**config.mk**
```make
export PLATFORM = sky130hd
export DESIGN_NAME = imem_loader
export DESIGN_NICKNAME = d
export VERILOG_FILES = /design/src/rtl/imem_loader.sv
export SDC_FILE = /design/constraint.sdc
export NUM_CORES = 1
export LEC_CHECK = 0
export ABC_AREA = 1
export BUFFER_PORTS_ARGS = -buffer_cell sky130_fd_sc_hd__buf_2
export CORE_MARGIN = 3
export CORE_UTILIZATION = 50
export DETAILED_ROUTE_END_ITERATION = 10
export PLACE_DENSITY = 0.72
export SKIP_CTS_REPAIR_TIMING = 1
export SLEW_MARGIN = 5
export SYNTH_ARGS = -nofsm -noshare
export SYNTH_HDL_FRONTEND = slang
export SYNTH_SLANG_ARGS = --single-unit
```
**constraint.sdc**
```tcl
create_clock -name clk -period 3.33 [get_ports clk]
set_clock_uncertainty 0.1 [all_clocks]
set_input_delay 0.4995 -clock clk [delete_from_list [all_inputs] [get_ports clk]]
set_output_delay 0.4995 -clock clk [all_outputs]
set_load 0.05 [all_outputs]
```
**src/rtl/imem_loader.sv**
```systemverilog
// Boot loader: assembles a big-endian word stream into instruction memory writes
// and holds the mips32 core in reset until a complete image has been written.
module imem_loader #(
    parameter int unsigned ADDR_WIDTH = 8
) (
    input  logic                  clk,
    input  logic                  rst,
    input  logic                  start,
    input  logic [7:0]            rxData,
    input  logic                  rxValid,
    output logic [ADDR_WIDTH-1:0] memAddress,
    output logic [31:0]           memData,
    output logic                  memWren,
    output logic                  cpuRst,
    output logic                  busy,
    output logic                  done,
    output logic                  error
);

    localparam int unsigned LEN_W    = 16;
    localparam logic [31:0] CAPACITY = 32'(1) << ADDR_WIDTH;

    typedef enum logic [2:0] {
        S_IDLE,
        S_LEN_HI,
        S_LEN_LO,
        S_BYTES,
        S_DONE,
        S_ERROR
    } state_t;

    state_t                  state_q, state_nxt;
    logic [LEN_W-1:0]        len_q, len_nxt;
    logic [LEN_W-1:0]        word_q, word_nxt;
    logic [ADDR_WIDTH-1:0]   addr_q, addr_nxt;
    logic [1:0]              idx_q, idx_nxt;
    logic [23:0]             asm_q, asm_nxt;
    logic [ADDR_WIDTH-1:0]   maddr_nxt;
    logic [31:0]             mdata_nxt;
    logic                    wren_nxt, cpurst_nxt, busy_nxt, done_nxt, error_nxt;
    logic [LEN_W-1:0]        len_full;

    assign len_full = {len_q[15:8], rxData};

    // State and registered outputs
    always_ff @(posedge clk or posedge rst) begin
        if (rst) begin
            state_q    <= S_IDLE;
            len_q      <= '0;
            word_q     <= '0;
            addr_q     <= '0;
            idx_q      <= '0;
            asm_q      <= '0;
            memAddress <= '0;
            memData    <= '0;
            memWren    <= 1'b0;
            cpuRst     <= 1'b1;
            busy       <= 1'b0;
            done       <= 1'b0;
            error      <= 1'b0;
        end else begin
            state_q    <= state_nxt;
            len_q      <= len_nxt;
            word_q     <= word_nxt;
            addr_q     <= addr_nxt;
            idx_q      <= idx_nxt;
            asm_q      <= asm_nxt;
            memAddress <= maddr_nxt;
            memData    <= mdata_nxt;
            memWren    <= wren_nxt;
            cpuRst     <= cpurst_nxt;
            busy       <= busy_nxt;
            done       <= done_nxt;
            error      <= error_nxt;
        end
    end

    // Next-state and next-output logic
    always_comb begin
        state_nxt = state_q;
        len_nxt   = len_q;
        word_nxt  = word_q;
        addr_nxt  = addr_q;
        idx_nxt   = idx_q;
        asm_nxt   = asm_q;
        maddr_nxt = memAddress;
        mdata_nxt = memData;
        wren_nxt  = 1'b0;

        case (state_q)
            S_IDLE, S_DONE, S_ERROR: begin
                if (start) begin
                    state_nxt = S_LEN_HI;
                    addr_nxt  = '0;
                    idx_nxt   = '0;
                    word_nxt  = '0;
                end
            end
            S_LEN_HI: begin
                if (rxValid) begin
                    len_nxt   = {rxData, len_q[7:0]};
                    state_nxt = S_LEN_LO;
                end
            end
            S_LEN_LO: begin
                if (rxValid) begin
                    len_nxt = len_full;
                    if (len_full == '0) begin
                        state_nxt = S_DONE;
                    end else if (32'(len_full) > CAPACITY) begin
                        state_nxt = S_ERROR;
                    end else begin
                        state_nxt = S_BYTES;
                    end
                end
            end
            S_BYTES: begin
                if (rxValid) begin
                    asm_nxt = {asm_q[15:0], rxData};
                    idx_nxt = idx_q + 2'd1;
                    if (idx_q == 2'd3) begin
                        mdata_nxt = {asm_q, rxData};
                        maddr_nxt = addr_q;
                        wren_nxt  = 1'b1;
                        word_nxt  = word_q + 16'd1;
                        // Address is not advanced past the final word so it never wraps
                        if (word_q + 16'd1 == len_q) begin
                            state_nxt = S_DONE;
                        end else begin
                            addr_nxt = addr_q + ADDR_WIDTH'(1);
                        end
                    end
                end
            end
            default: state_nxt = S_IDLE;
        endcase

        busy_nxt   = (state_nxt == S_LEN_HI) || (state_nxt == S_LEN_LO) || (state_nxt == S_BYTES);
        done_nxt   = (state_nxt == S_DONE);
        error_nxt  = (state_nxt == S_ERROR);
        // Core release lags done by one cycle so the last write lands first
        cpurst_nxt = !((state_nxt == S_DONE) && done);
    end

endmodule

```
After elaboration in Yosys (flattened, before gate mapping)
Index checks and enable logic that the tools add are counted.

cells by class
  $add $sub $neg = 3
  order comparisons = 1
  equality and inequality tests = 16
  multiplexer cells = 27
  bitwise gates (word level) = 2
  reduce and logical (&&, ||, !) cells = 15

operators by type and width
  operator               count
  $mux 16                4
  $pmux 16 s2            2
  $mux 8                 5
  $mux 3                 8
  $add 16x1->16 const B  1
  $eq 16x16->1           1
  $gt 16x9->1 const B    1
  $logic_not 16->1       1
  $pmux 8 s2             1
  $eq 3x2->1 const B     4
  $eq 3x3->1 const B     4
  $pmux 3 s4             1
  $reduce_and 3->1       4
  $add 8x1->8 const B    1
  $ne 2x2->1 const B     4
  $eq 3x1->1 const B     2
  $reduce_and 5->1       1
  $mux 2                 2
  $pmux 2 s2             1
  $reduce_and 4->1       1
  $logic_not 3->1        1
  $mux 1                 3
  $reduce_or 3->1        1
  $add 2x1->2 const B    1
  7 further kinds        9

storage, ports and cells
  register bits after elaboration = 114
  input port bits = 12
  output and inout bits = 45
  logic and storage cells = 78

Longest topological paths before layout
Gate-level depths: netlist of run 1.

  word-level depth = 9
  mapped depth = 16
  depth with buffers taken out = 16

Worst setup path after synthesis of run 1
OpenSTA, ideal clock, no wires.

  path type = reg2reg
  from = register word_q[0]
  to = register busy
  setup time = 0.113 ns
  data arrival time = 1.859 ns
  data required time = 3.117 ns
  path slack = 1.258 ns
  stages on the path, launching flop included = 17
  path buffers = 0
  period minus slack after synthesis = 2.072 ns
  cell sequence = dfrtp_1 > ha_1 > nand2_2 > nor2_4 > nand2_2 > nor2_2 > nand2_2 > nand2_2 > nand2_1 > nand2_1 > nand3_1 > nor2_4 > nand3_2 > nand2_2 > nand3_1 > nand2_1 > inv_1

on the way
  word-level cells in the longest chain between the ends = 9
  elaborated cells on any way between the ends = 11
  those cells by class = add/sub: 1; eq/ne: 4; mux: 4; reduce/logical: 2

ends and longest elaborated chain
  what                                      RTL line  text
  start: declaration                        34        logic [LEN_W-1:0] word_q, word_nxt;
  start signal: assignment                  64        word_q <= word_nxt;
  $add 16x1->16 (*)                         127       if (word_q + 16'd1 == len_q) begin
  $eq 16x16->1 (*)                          127
  $mux 3 (*)                                127
  $mux 3 (*)                                121       if (idx_q == 2'd3) begin
  $mux 3 (*)                                118       if (rxValid) begin
  $pmux 3 s4 (*)                            90        case (state_q)
  $eq 3x1->1 or $eq 3x2->1 (tied branches)  138       busy_nxt = (state_nxt == S_LEN_HI) || (state_nxt == S_LEN_LO) || (state_nxt == S_BYTES);
  $logic_or 1x1->1                          138
  $logic_or 1x1->1 (*)                      138
  net busy_nxt                              40        logic wren_nxt, cpurst_nxt, busy_nxt, done_nxt, error_nxt;
  end signal: assignment                    72        busy <= busy_nxt;
  end: declaration                          15        output logic busy,

Mark *: on every way through the listed nets, which the timed path passes. The rest lies on a longest branch.
A chain may end at the register's enable or synchronous reset.

Final worst setup path of run 1
Ends and elaborated chain as after synthesis.

==> run_results.csv, run 1 <==
group,metric,value,unit
outcome,status,"completed",
floorplanning,die_y,110,um
layout,nNetsFinal,738,
route,post_drt_wl_per_cell,14.9,um
logic_synthesis,synth_seq_cells,114,
worst_setup_path,worstSetupEndpointType,"flip-flop",
route,vias,4597,
placed_design,gp_congestion,0.942,
worst_setup_path,r2r-start,"word_q[0]",
global_route,grt_max_degree,115,
timing,period_share,0.727,
layout,area_delta_synth_final,18.6,%
worst_setup_path,rr_worst_depth,16,
power_and_ir_drop,cellLeakagePower,3.15,nW
layout,final_layout_size_suffix_gt1_frac,0.170,
logic_synthesis,synth.top_cell.area_share,0.525,
worst_setup_path,r2r_end,"busy",
global_route,antenna_found_initial,0,
global_route,grt_pass1_vias,4448,
worst_setup_path,start_kind,"flip-flop",
clocking,cts_root_buffer,"clkbuf_8",
global_route,gr-total-overflow,0,
clocking,clkLatencyLatePin,0.52,ns
worst_setup_path,timing_worst_setup_path_type,"reg -> reg",
floorplanning,io-pin-count,57,
floorplanning,die_w,110,um
power_and_ir_drop,finalPower,5.08,mW
worst_setup_path,critPathMaxFanout,6,
worst_setup_path,cp-startpoint,"word_q[0]",
layout,mostFrequentLayoutCell,"nand2_1",
placed_design,placed_cell_area,0.00581,mm^2
logic_synthesis,seq_area_frac_synth,0.530,
route,drc_errors,0,
timing,tightest_slew,0.786,ns
route,via_per_inst,5.27,
route,routed_wl,13000,um
timing,hold_viol,0,
route,dr.pass1.iters,5,
timing,max_freq,413,MHz
floorplanning,core_area,0.0104,mm^2
logic_synthesis,synth.net_count,678,
global_route,grt_pass1_wl,21900,um
job,drv_cap,0,
placed_design,dp_hpwl,9170,um
hold_path,hold_class,"in -> async",
route,ant_nets,0,
timing,rsz0062_at_grt,"false",
clocking,htree_levels,4,
worst_setup_path,worst_ep_arrival_time,2.74,ns
logic_synthesis,yosys_warnings,0,
floorplanning,num_rows,37,
layout,final_area,0.00639,mm^2
clocking,clkTransAtPathRegs,0.06,ns
placed_design,port_buffers,56,
logic_synthesis,avgSynthCellArea,8.12,um^2
logic_synthesis,ys_types,31,
layout,n_antenna_cell,0,
layout,layout_common_cells,"nand2_1, dfrtp_1, o21ai_0",
power_and_ir_drop,power.density,795,mW/mm^2
timing,setup_viol,0,
clocking,cts_sinks,114,
global_route,grt_use_total,0.237,
logic_synthesis,synth_top_area_cell,"dfrtp_1",
route,drtIter0Drc,383,
worst_setup_path,reg2reg_slack,0.91,ns
timing,layout_min_cycle_time,2.42,ns
clocking,cts_buffers,17,
logic_synthesis,postSynthCellCount,663,
logic_synthesis,synth_area,0.00539,mm^2
worst_setup_path,critPathRequiredTime,3.65,ns
floorplanning,die_area,0.0121,mm^2
clocking,cts_tree,"yes",
power_and_ir_drop,vdd_drop_max,0.000406,V
timing,drv_slew,0,
timing,slew_headroom,0.476,
logic_synthesis,yosys-top-cells-area,"dfrtp_1, nand2_1, o21ai_0",
clocking,ctsLongestPathBuffers,2,
timing,finalSetupTns,0,ns
floorplanning,initial_utilization,0.517,
worst max-delay path by stage:
stage | end | slack (ns)
after global placement | busy | 1.05
final | busy | 0.91
after floorplan | busy | 1.26
after detailed placement | busy | 0.96
after CTS | busy | 0.93
after global routing | addr_q[2] | 0.63
per-stage QoR:
stage / setup WS, ns / util / hold WS, ns / cells
floorplan: 1.26 / - / 0.353 / 663
global placement: 1.05 / 0.558 / 0.350 / 840
detailed placement: 0.960 / 0.558 / 0.353 / 840
CTS: 0.931 / 0.613 / 0.0723 / 872
global route: 0.632 / 0.613 / 0.0940 / 872
finish: 0.910 / 0.613 / 0.0550 / 872
where the power goes:
part,switching (mW),internal (mW)
combinational,1.04,0.367
sequential,0.195,1.72
clock,0.649,1.11
total,1.88,3.19
cells by family after synthesis:
kind of cell,after synthesis,share of synthesized area
xor+xnor,7,0.0114
compound gates,104,0.101
fa+ha+maj,3,0.00697
flops,114,0.530
buf+inv,107,0.0750
simple gates,328,0.276
cell usage after synthesis, drive strengths merged:
library cell,number
a21oi,3
and3,1
buf,4
clkbuf,15
clkinv,1
dfrtp,113
dfstp,1
ha,3
inv,87
nand2,197
nand3,70
nand3b,1
nand4,11
nor2,43
nor3,2
nor3b,1
nor4,2
o21a,1
o21ai,91
o22ai,9
xnor2,1
xor2,6
sequential cells by signal (all words and copies together) (netlist names):
name        count
busy            1
len_q          16
state_q         3
memWren         1
word_q         16
memAddress      8
addr_q          8
idx_q           2
asm_q          24
done            1
error           1
cpuRst          1
memData        32
critical path, stage by stage (launching register included):
cell     delay, ns
dfrtp_1       0.48
ha_1          0.29
nand2_2       0.11
nor2_4        0.16
nand2_2       0.11
nor2_2        0.10
nand2_2       0.07
nand2_2       0.09
nand2_1       0.06
nand2_1       0.07
nand3_1       0.12
nor2_4        0.16
nand3_2       0.09
nand2_2       0.12
nand3_1       0.08
nand2_1       0.07
inv_1         0.04
layer usage:
metal / global-route usage / up-vias / wire, um
li1: - / 2256 / -
met1: 0.317 / 2175 / 5800
met2: 0.373 / 141 / 6170
met3: 0.0511 / 25 / 759
met4: 0.104 / 0 / 297
met5: 0 / - / 0
layout make-up:
cell class                 count  area, um^2
fill                         940        4030
sequential                   114        2850
multi-input combinational    442        2130
clock buffer                  21         449
inverter                      88         334
timing repair buffer          60         323
tap                          136         170
clock inverter                11         128
Power figures use the tool's default switching activity.
==> run 2, diff against run 1 <==
- ABC_AREA: 1 -> 0
- clock period: 3.33 -> 2 ns (I/O delays scaled with it)
==> run_results.csv, run 2 <==
group,metric,value,unit
outcome,status,"finished with violations",
outcome,violations,"negative setup slack",
route,routed_wl,13700,um
route,via_per_inst,5.49,
job,drv_cap,0,
logic_synthesis,postSynthCellCount,536,
layout,area_delta_synth_final,32.4,%
layout,largest_register_ffs,32,
floorplanning,io-pin-count,57,
logic_synthesis,yosys_warnings,0,
logic_synthesis,synth_area,0.00533,mm^2
global_route,grt_use_total,0.245,
worst_setup_path,critPathMaxFanout,14,
logic_synthesis,synth_seq_cells,114,
clocking,cts_root_buffer,"clkbuf_8",
layout,final_layout_size_suffix_gt1_frac,0.358,
floorplanning,die_w,109,um
timing,hold_viol,0,
timing,rsz0062_at_grt,"true",
logic_synthesis,synth.top_cell.area_share,0.530,
worst_setup_path,critPathSlowestCell,"or4_4",
timing,slew_headroom,0.692,
placed_design,placed_cell_area,0.00636,mm^2
layout,n_antenna_cell,0,
clocking,cts_tree,"yes",
floorplanning,die_area,0.0119,mm^2
global_route,grt_pass1_vias,4581,
clocking,cts_buffers,17,
layout,nNetsFinal,684,
power_and_ir_drop,cellLeakagePower,3.41,nW
logic_synthesis,synth_top_area_cell,"dfrtp_1",
timing,setup_viol,15,
logic_synthesis,synth.net_count,551,
layout,utilization,0.681,
placed_design,gp_congestion,0.921,
clocking,ctsLongestPathBuffers,2,
route,dr.pass1.iters,4,
route,vias,4490,
clocking,clkLatencyLatePin,0.52,ns
logic_synthesis,avgSynthCellArea,9.95,um^2
floorplanning,num_rows,37,
logic_synthesis,ys_types,64,
route,post_drt_wl_per_cell,16.7,um
timing,max_freq,367,MHz
global_route,gr-total-overflow,0,
timing,tightest_slew,0.459,ns
layout,top_regs,"memData: 32 flops, asm_q: 24 flops",
timing,finalSetupTns,-10.22,ns
logic_synthesis,synthTopCellsByCount,"nand2_1, dfrtp_1, mux2_2",
logic_synthesis,yosys-top-cells-area,"dfrtp_1, nand2_1, mux2_2",
timing,drv_slew,0,
worst_setup_path,start_kind,"flip-flop",
clocking,clkTransAtPathRegs,0.06,ns
worst_setup_path,worst_ep_arrival_time,3.07,ns
floorplanning,die_y,109,um
power_and_ir_drop,vdd_drop_max,0.00102,V
worst_setup_path,worstSetupEndpointType,"flip-flop",
layout,final_area,0.00706,mm^2
worst_setup_path,crit_path_max_incr_delay,0.52,ns
layout,fill_cells,789,
layout,multi_input_area,0.00240,mm^2
placed_design,port_buffers,56,
worst_setup_path,timing_worst_setup_path_type,"reg -> reg",
logic_synthesis,seq_area_frac_synth,0.535,
floorplanning,initial_utilization,0.514,
worst_setup_path,critPathRequiredTime,2.34,ns
timing,period_share,1.36,
layout,regMostFlops,"memData",
layout,mostFrequentLayoutCell,"nand2_1",
timing,layout_min_cycle_time,2.73,ns
hold_path,hold_class,"in -> reg",
global_route,grt_max_degree,82,
placed_design,dp_hpwl,9390,um
route,ant_nets,0,
clocking,htree_levels,4,
route,drtIter0Drc,263,
logic_synthesis,synth_edf_count,0,
layout,seqCellArea,0.00286,mm^2
clocking,cts_sinks,114,
power_and_ir_drop,power.density,1330,mW/mm^2
logic_synthesis,ys.flop_type,"dfrtp_1",
global_route,grt_pass1_wl,22600,um
layout,layout_common_cells,"nand2_1, dfrtp_1, buf_4",
route,drc_errors,0,
global_route,antenna_found_initial,0,
logic_synthesis,synth_most_common_cell,"nand2_1",
worst_setup_path,path_cells,"ha_4 -> nand3_4 -> or4_4 -> buf_4 -> xnor2_2 -> o211ai_2 -> a21oi_2 -> buf_4 -> nor3_4 -> buf_12 -> or3_4 -> a21oi_2",
logic_synthesis,async_flop_share,1.00,
timing,fin_ws,-0.726,ns
floorplanning,core_area,0.0104,mm^2
[run 2: cell count changes in the layout (fill, tap and decap cells not counted), moves of 11 or more]
| cell | previous run | this run |
|---|---|---|
| a21oi_1 | 3 | 14 |
| buf_4 | 3 | 76 |
| inv_1 | 81 | 8 |
| mux2_2 | 0 | 38 |
| nand2_1 | 187 | 146 |
| nand3_1 | 66 | 8 |
| nor2_1 | 31 | 17 |
| o21ai_0 | 82 | 29 |
[run 2: area by class of cell]
cell class | count | area share
Tap cell | 136 | 0.0241
Timing Repair Buffer | 144 | 0.145
Clock buffer | 20 | 0.0617
Sequential cell | 114 | 0.405
Multi-Input combinational cell | 382 | 0.340
Clock inverter | 12 | 0.0190
Inverter | 10 | 0.00585
[run 2: kinds of logic (layout without fill, tap and decap cells)]
| group | count (synthesis) | after routing | synth area share |
|---|---|---|---|
| AOI/OAI and AO/OA | 85 | 85 | 0.101 |
| xor gates and xnor gates | 16 | 16 | 0.0291 |
| adders and majority gates | 3 | 3 | 0.00704 |
| buffers and inverters | 40 | 186 | 0.0326 |
| DFF | 114 | 114 | 0.535 |
| muxes | 41 | 41 | 0.0859 |
| and+or+nand+nor | 237 | 237 | 0.209 |
[run 2: routing by layer]
metal / GRT usage / up-vias / routed length [um]
met5: 0 / - / 0
met4: 0.0935 / 0 / 261
met3: 0.0592 / 25 / 585
met2: 0.418 / 108 / 6880
met1: 0.302 / 2227 / 5920
li1: - / 2130 / -
[run 2: power by group]
part / switching, mW / internal [mW]
registers: 0.464 / 2.96
logic: 1.79 / 1.27
clock network: 1.10 / 1.80
[run 2: through the flow]
step	power (mW)	hold slack, ns	instances	setup WS, ns
2_1_floorplan	5.37	0.305	536	-0.787
3_3_place_gp	6.30	0.319	781	-0.701
3_5_place_dp	6.41	0.324	781	-0.791
4_1_cts	9.34	-0.173	813	-0.884
5_1_grt	9.83	0.0140	818	-0.852
6_report	9.38	0.0101	818	-0.726
[run 2: worst paths after layout]
path / start / end / slack, ns / cells after the start
max: word_q[0] / addr_q[5] / -0.73 / 12
min: rxData[0] / memData[0] / 0.01 / 4
max reg2reg: word_q[0] / addr_q[5] / -0.73 / 12
min reg2reg: done / cpuRst / 0.33 / 1
max in group asynchronous: rst / cpuRst / 1.07 / 4
min in group asynchronous: rst / memData[29] / 0.37 / 4
[run 2: worst max-delay path, delay by kind of cell, from the launching register on]
family          cells  cell delay [ns]
compound gates      3             0.38
fa+ha+maj           1             0.18
flops               1             0.40
simple gates        4             1.01
xor+xnor            1             0.13
buf+inv             3             0.44
